### config.mk
export PLATFORM = sky130hd
export DESIGN_NAME = sel_rr_arbiter
export DESIGN_NICKNAME = d
export VERILOG_FILES = /design/src/rtl/sel_rr_arbiter.sv
export SDC_FILE = /design/constraint.sdc
export NUM_CORES = 1
export LEC_CHECK = 0
export ABC_AREA = 1
export CAP_MARGIN = 25
export CORE_MARGIN = 10
export CORE_UTILIZATION = 37
export CTS_CLUSTER_DIAMETER = 60
export DETAILED_ROUTE_END_ITERATION = 8
export PLACE_DENSITY_LB_ADDON = 0.12
export SYNTH_ARGS = -nofsm -noshare
export SYNTH_HDL_FRONTEND = slang
export SYNTH_SLANG_ARGS = --single-unit
### constraint.sdc
create_clock -name clk -period 1.4 [get_ports clk]
set_clock_uncertainty 0.2 [all_clocks]
set_input_delay 0.21 -clock clk [delete_from_list [all_inputs] [get_ports clk]]
set_output_delay 0.21 -clock clk [all_outputs]
set_load 0.05 [all_outputs]
### src/rtl/sel_rr_arbiter.sv
// Two-source round-robin arbiter feeding a one-entry output register.
// sel reports which source the registered beat came from and drives the 2:1 selector.
//
// state | meaning
// EMPTY | output register holds no beat (out_valid = 0)
// FULL  | output register holds a beat (out_valid = 1)
module sel_rr_arbiter #(
  parameter int WIDTH = 8
) (
  input  logic             clk,
  input  logic             rst_n,
  input  logic             in0_valid,
  input  logic [WIDTH-1:0] in0_data,
  output logic             in0_ready,
  input  logic             in1_valid,
  input  logic [WIDTH-1:0] in1_data,
  output logic             in1_ready,
  output logic             out_valid,
  output logic [WIDTH-1:0] out_data,
  input  logic             out_ready,
  output logic             sel
);

  typedef enum logic {
    EMPTY = 1'b0,
    FULL  = 1'b1
  } state_t;

  state_t           state_q, state_d;
  logic [WIDTH-1:0] data_q, data_d;
  logic             sel_q, sel_d;
  logic             last_q, last_d;
  logic             load_en;
  logic             any_valid;
  logic             winner;

  // On a tie the source that did not win last time takes the grant.
  always_comb begin
    any_valid = in0_valid || in1_valid;
    winner    = 1'b0;
    if (in0_valid && in1_valid) begin
      winner = ~last_q;
    end else if (in1_valid) begin
      winner = 1'b1;
    end
  end

  always_comb begin
    state_d = state_q;
    data_d  = data_q;
    sel_d   = sel_q;
    last_d  = last_q;
    load_en = 1'b0;

    case (state_q)
      EMPTY: load_en = 1'b1;
      FULL:  load_en = out_ready;
      default: load_en = 1'b1;
    endcase

    if (load_en) begin
      if (any_valid) begin
        state_d = FULL;
        data_d  = winner ? in1_data : in0_data;
        sel_d   = winner;
        last_d  = winner;
      end else begin
        state_d = EMPTY;
      end
    end
  end

  // Readies are forced low while reset is held so no beat is taken during reset.
  assign in0_ready = rst_n && load_en && any_valid && !winner;
  assign in1_ready = rst_n && load_en && any_valid && winner;

  always_ff @(posedge clk or negedge rst_n) begin
    if (!rst_n) begin
      state_q <= EMPTY;
      data_q  <= '0;
      sel_q   <= 1'b0;
      last_q  <= 1'b1;
    end else begin
      state_q <= state_d;
      data_q  <= data_d;
      sel_q   <= sel_d;
      last_q  <= last_d;
    end
  end

  assign out_valid = (state_q == FULL);
  assign out_data  = data_q;
  assign sel       = sel_q;

endmodule

# Yosys cells after proc, flatten, opt, wreduce, memory -nomap -nowiden
# Index checks and enable logic that the tools add are counted.
# Widths: inputs -> output; s select.
classes:
  n_reduce_logical: 8
  bitwise: 2
  n_mux: 5
op_table:
  columns: ["cell", "count"]
  rows:
  - ["$mux 8", 1]
  - ["$logic_and 1x1->1", 5]
  - ["$mux 1", 3]
  - ["$not 1->1", 2]
  - ["$pmux 1 s2", 1]
  - ["$reduce_and 2->1", 1]
  - ["$logic_not 1->1", 1]
  - ["$logic_or 1x1->1", 1]
totals:
  word_cells: 19
  regBits: 11
  in_bits: 21
  out_inout_bits: 12

# Depth between registers and ports, before layout
depth:
  depth_word: 5
  mapped_depth: 6
  ltp_nobuf: 5

# Least setup slack after synthesis
# Ideal clock, no wire load.
synth_timing:
  kind: "register -> output"
  start: "register state_q (netlist: out_valid)"
  end: "output port in0_ready"
  n_path_buf: 1
  setup_slack_ps: -633
  required_time_ps: 990
  stages_incl_launch_ff: 5
  arrival_ps: 1623
  path_cell_list: "dfrtp_1 > nand2_1 > o21ai_0 > buf_2 > nor3_2"
synth_via:
  elab_chain_cells: 5
synth_lines:
  columns: ["item", "line_no", "rtl"]
  rows:
  - ["from (decl)", "29", "state_t state_q, state_d;"]
  - ["from (signal assigned)", "84", "state_q <= state_d;"]
  - ["$not 1->1", "55", "case (state_q)"]
  - ["$pmux 1 s2 (*)", "55", null]
  - ["$logic_and 1x1->1 (*) (3 in series)", "74", "assign in0_ready = rst_n && load_en && any_valid && !winner;"]
  - ["to (decl)", "14", "output logic in0_ready,"]
# Every way passes the cells marked *; elsewhere a longest branch is shown, timed or not.

# Worst setup path in the final report
layout_timing:
  start: "register last_q"
  end: "output port in0_ready"
layout_via:
  elab_chain_cells: 4
layout_lines:
  columns: ["item", "line_no", "rtl"]
  rows:
  - ["from (decl)", "32", "logic last_q, last_d;"]
  - ["from (signal assigned)", "87", "last_q <= last_d;"]
  - ["$not 1->1", "42", "winner = ~last_q;"]
  - ["$mux 1", "41", "if (in0_valid && in1_valid) begin"]
  - ["$logic_not 1->1", "74", null]
  - ["$logic_and 1x1->1", "74", null]
# Every way passes these cells.

==> results by group <==
Clock tree
  – Cts hold-fix bufs: 0
  – CTS sink count: 11
  – Clk root buf: clkbuf_4
  – Worst-path clk slew: around 0.080 ns
  – CTS tree: built
  – Worst-skew pair later-pin latency: between 0.2 and 0.3 ns
  – Total CTS buffers: 3
  – H-tree depth: 1
  – Clk buf depth: 2

Die
  – Die height: about 61 um
  – Num rows: 14
  – Die area: around 3700 sq um
  – Initial Util: 39.6%
  – Core area: between 1500 and 2000 sq um
  – Die X: approximately 61 um
  – I/O Pins: 33

Final layout
  – ANT cells: 0
  – Area Overhead vs Synth: 93.6%
  – NumNets Final: roughly 150
  – Post-layout util: around 77%
  – Layout cell share with drive strength beyond 1: 26.2%
  – Non-Filler Instances: about 150
  – Post-layout instance area: around 1200 sq um

Synth
  – Mux cell area share after synthesis: 0%
  – Post-synth EDFFs: 0
  – Post-Syn Instances: around 90
  – #FFs+latches synth: 11
  – Synth Area in Adders: 0%
  – Netlist Area Pre-Place: between 600 and 700 sq um
  – XOR/XNOR Fraction of Synth Area: 0%
  – Largest family of logic cells by synthesized area: simple AND/OR/NAND/NOR gates
  – Top cells by count, synth: nand2_1, inv_1, nand3_1
  – Net Count, Synth: between 100 and 150
  – Top_reg_cell synth: dfrtp_1
  – Area share of the largest cell type after synthesis: 41.0%
  – Cell variety after synth: 12
  – Area leader, netlist: dfrtp_1
  – Seq/Total Area, Yosys: approximately 45%
  – Compound-cell area share of the yosys netlist: 0.820%
  – Simple-Gate Fraction of Synth Area: approximately 40%
  – Asr flop ratio synth: between 90% and 100%
  – YS warnings: 0
  – Most frequent cell after synthesis: nand2_1
  – Main area contributors after synthesis: dfrtp_1, nand2_1, nand3_1, inv_1, dfstp_2
  – Avg Synthesized Cell Area: slightly below 7 sq um

Timing
  – RSZ-0062 raised after global routing: true
  – Setup Viol. Count Final: 2
  – Final Hold Slack: a little over 0.07 ns
  – Slew Limit Fails: 0
  – Worst-margin pin slew: 0.246 ns
  – Slew headroom: a little over four fifths
  – Setup tns final: -0.593 ns
  – Final worst slack: -0.313 ns
  – Period utilization: 122%
  – Peak Freq: 0.584 GHz
  – Minimum clock period: about 1.7 ns
  – Final Hold Fails: 0

Global routing
  – Largest net degree at the start of global routing: 12
  – Total GRT Usage: about 11%
  – Grt total ovfl: 0
  – First-pass GRT wire length: between 3000 and 4000 um
  – Initial antenna violation count: 0
  – Vias in the first global route: 731

Power and ir drop
  – P per Cell Area: 1040 nW/um^2
  – Clock power frac: approximately 18%
  – Total design power: around 1.2 mW
  – Worst VDD drop: 0.659 mV
  – Sequential Power Share: between 30 and 40%
  – P_sw: approximately 0.46 mW
  – Total leakage power: 0.634 nW
  – Logic pwr share: between 40% and 50%
  – P_int: between 0.7 and 0.8 mW
  – Sw frac: between 30% and 40%

Route
  – DRC Markers: 0
  – Via count: a little under 700
  – Routed len/inst: approximately 13 um
  – Post-DRT Antenna Nets: 0
  – DR iter-0 viols: 4
  – Drt total wl: approximately 1900 um
  – DR vias/cell: 4.64
  – DR pass1 iterations: 4

Worst setup path
  – CP max FO: 2
  – Req. time, crit path: 0.99 ns
  – Critical Path Sink Type: primary output
  – CP arrival: roughly 1.3 ns
  – Worst Setup Start Kind: register
  – WS Path Type: reg -> out

Outcome
  – Run status: complete, but fails checks
  – Failing checks: negative setup slack

Worst hold path
  – Class of the worst hold path: in -> async

Placed design
  – Placed Area: ~1100 sq um
  – Placed cells: between 100 and 150
  – Routability congestion estimate: about 0.79
  – PortBufs: 32
  – Detailed placement HPWL: ~1600 um
  – Pre-CTS setup slack: -0.368 ns

Job
  – Max-cap violations: 0
area by class of cell:
cell class | instances | area [sq um]
inverters | 20 | 77.6
flip-flops and latches | 11 | 278
fillers | 124 | 359
clock buffers | 4 | 26.3
repair buffers | 40 | 502
well taps | 16 | 20.0
multi-input cells | 55 | 279
routing by layer:
layer	vias up	track usage, %	part of all wire [%]
met4	0	5.96	1.4
li1	346	-	-
met1	310	11.6	38
met2	20	20.2	55
met3	2	2.71	5.4
met5	-	0	0
power by group through the flow:
stage	Clock, mW	Sequential, mW	Combinational [mW]
2_1_floorplan	0	0.553	0.131
3_3_place_gp	0	0.424	0.581
3_5_place_dp	0	0.425	0.591
4_1_cts	0.227	0.419	0.598
5_1_grt	0.251	0.426	0.621
6_report	0.222	0.419	0.585
path summary, 6_finish.rpt:
| path | startpoint | to | slack (ns) | cells after the start |
|---|---|---|---|---|
| min in group clk | in0_valid | out_valid$_DFFE_PN0P_ | 0.27 | 3 |
| hold / removal | rst_n | out_valid$_DFFE_PN0P_ | 0.07 | 2 |
| hold reg to reg | last_q$_DFFE_PN1P_ | last_q$_DFFE_PN1P_ | 0.30 | 2 |
| setup / recovery | last_q$_DFFE_PN1P_ | in0_ready | -0.31 | 5 |
| setup reg to reg | last_q$_DFFE_PN1P_ | out_data[0]$_DFFE_PN0P_ | 0.06 | 6 |
| max in group asynchronous | rst_n | last_q$_DFFE_PN1P_ | 0.70 | 2 |
kinds of logic (layout without fill, tap and decap cells):
logic type             count (synthesis)  in the layout
buffers and inverters                 22             64
DFF                                   11             11
AOI/OAI and AO/OA                      1              1
and+or+nand+nor                       54             54
registers in the layout (all words and copies together), names as in the netlist:
signal and flops:
sel 1, out_data 8, out_valid 1, last_q 1
worst max-delay path, cell delays in order (launching register included):
cell and delay (ns):
dfstp_2 0.56, nand2_4 0.06, nand2_4 0.07, inv_4 0.04, nor3_4 0.14, buf_12 0.16
cell usage in the layout (no fill, tap or decap), types with 2 or more instances in the layout:
master / instances
buf_12: 12
buf_4: 7
clkbuf_4: 3
clkdlybuf4s50_1: 18
dfrtp_1: 9
dlygate4sd2_1: 2
inv_1: 19
nand2_1: 29
nand2_2: 2
nand2_4: 2
nand3_1: 16
nor2_1: 2
nor2_4: 2
timing repair:
| item | in CTS | in global routing |
|---|---|---|
| cloned | 0 | 0 |
| buffers inserted | 1 | 0 |
| gates resized for setup | 5 | 1 |
| hold endpoints to repair | 0 | 0 |
| endpoints found under the setup margin | 2 | 11 |
Note: power is estimated with default switching activity, not from simulation.
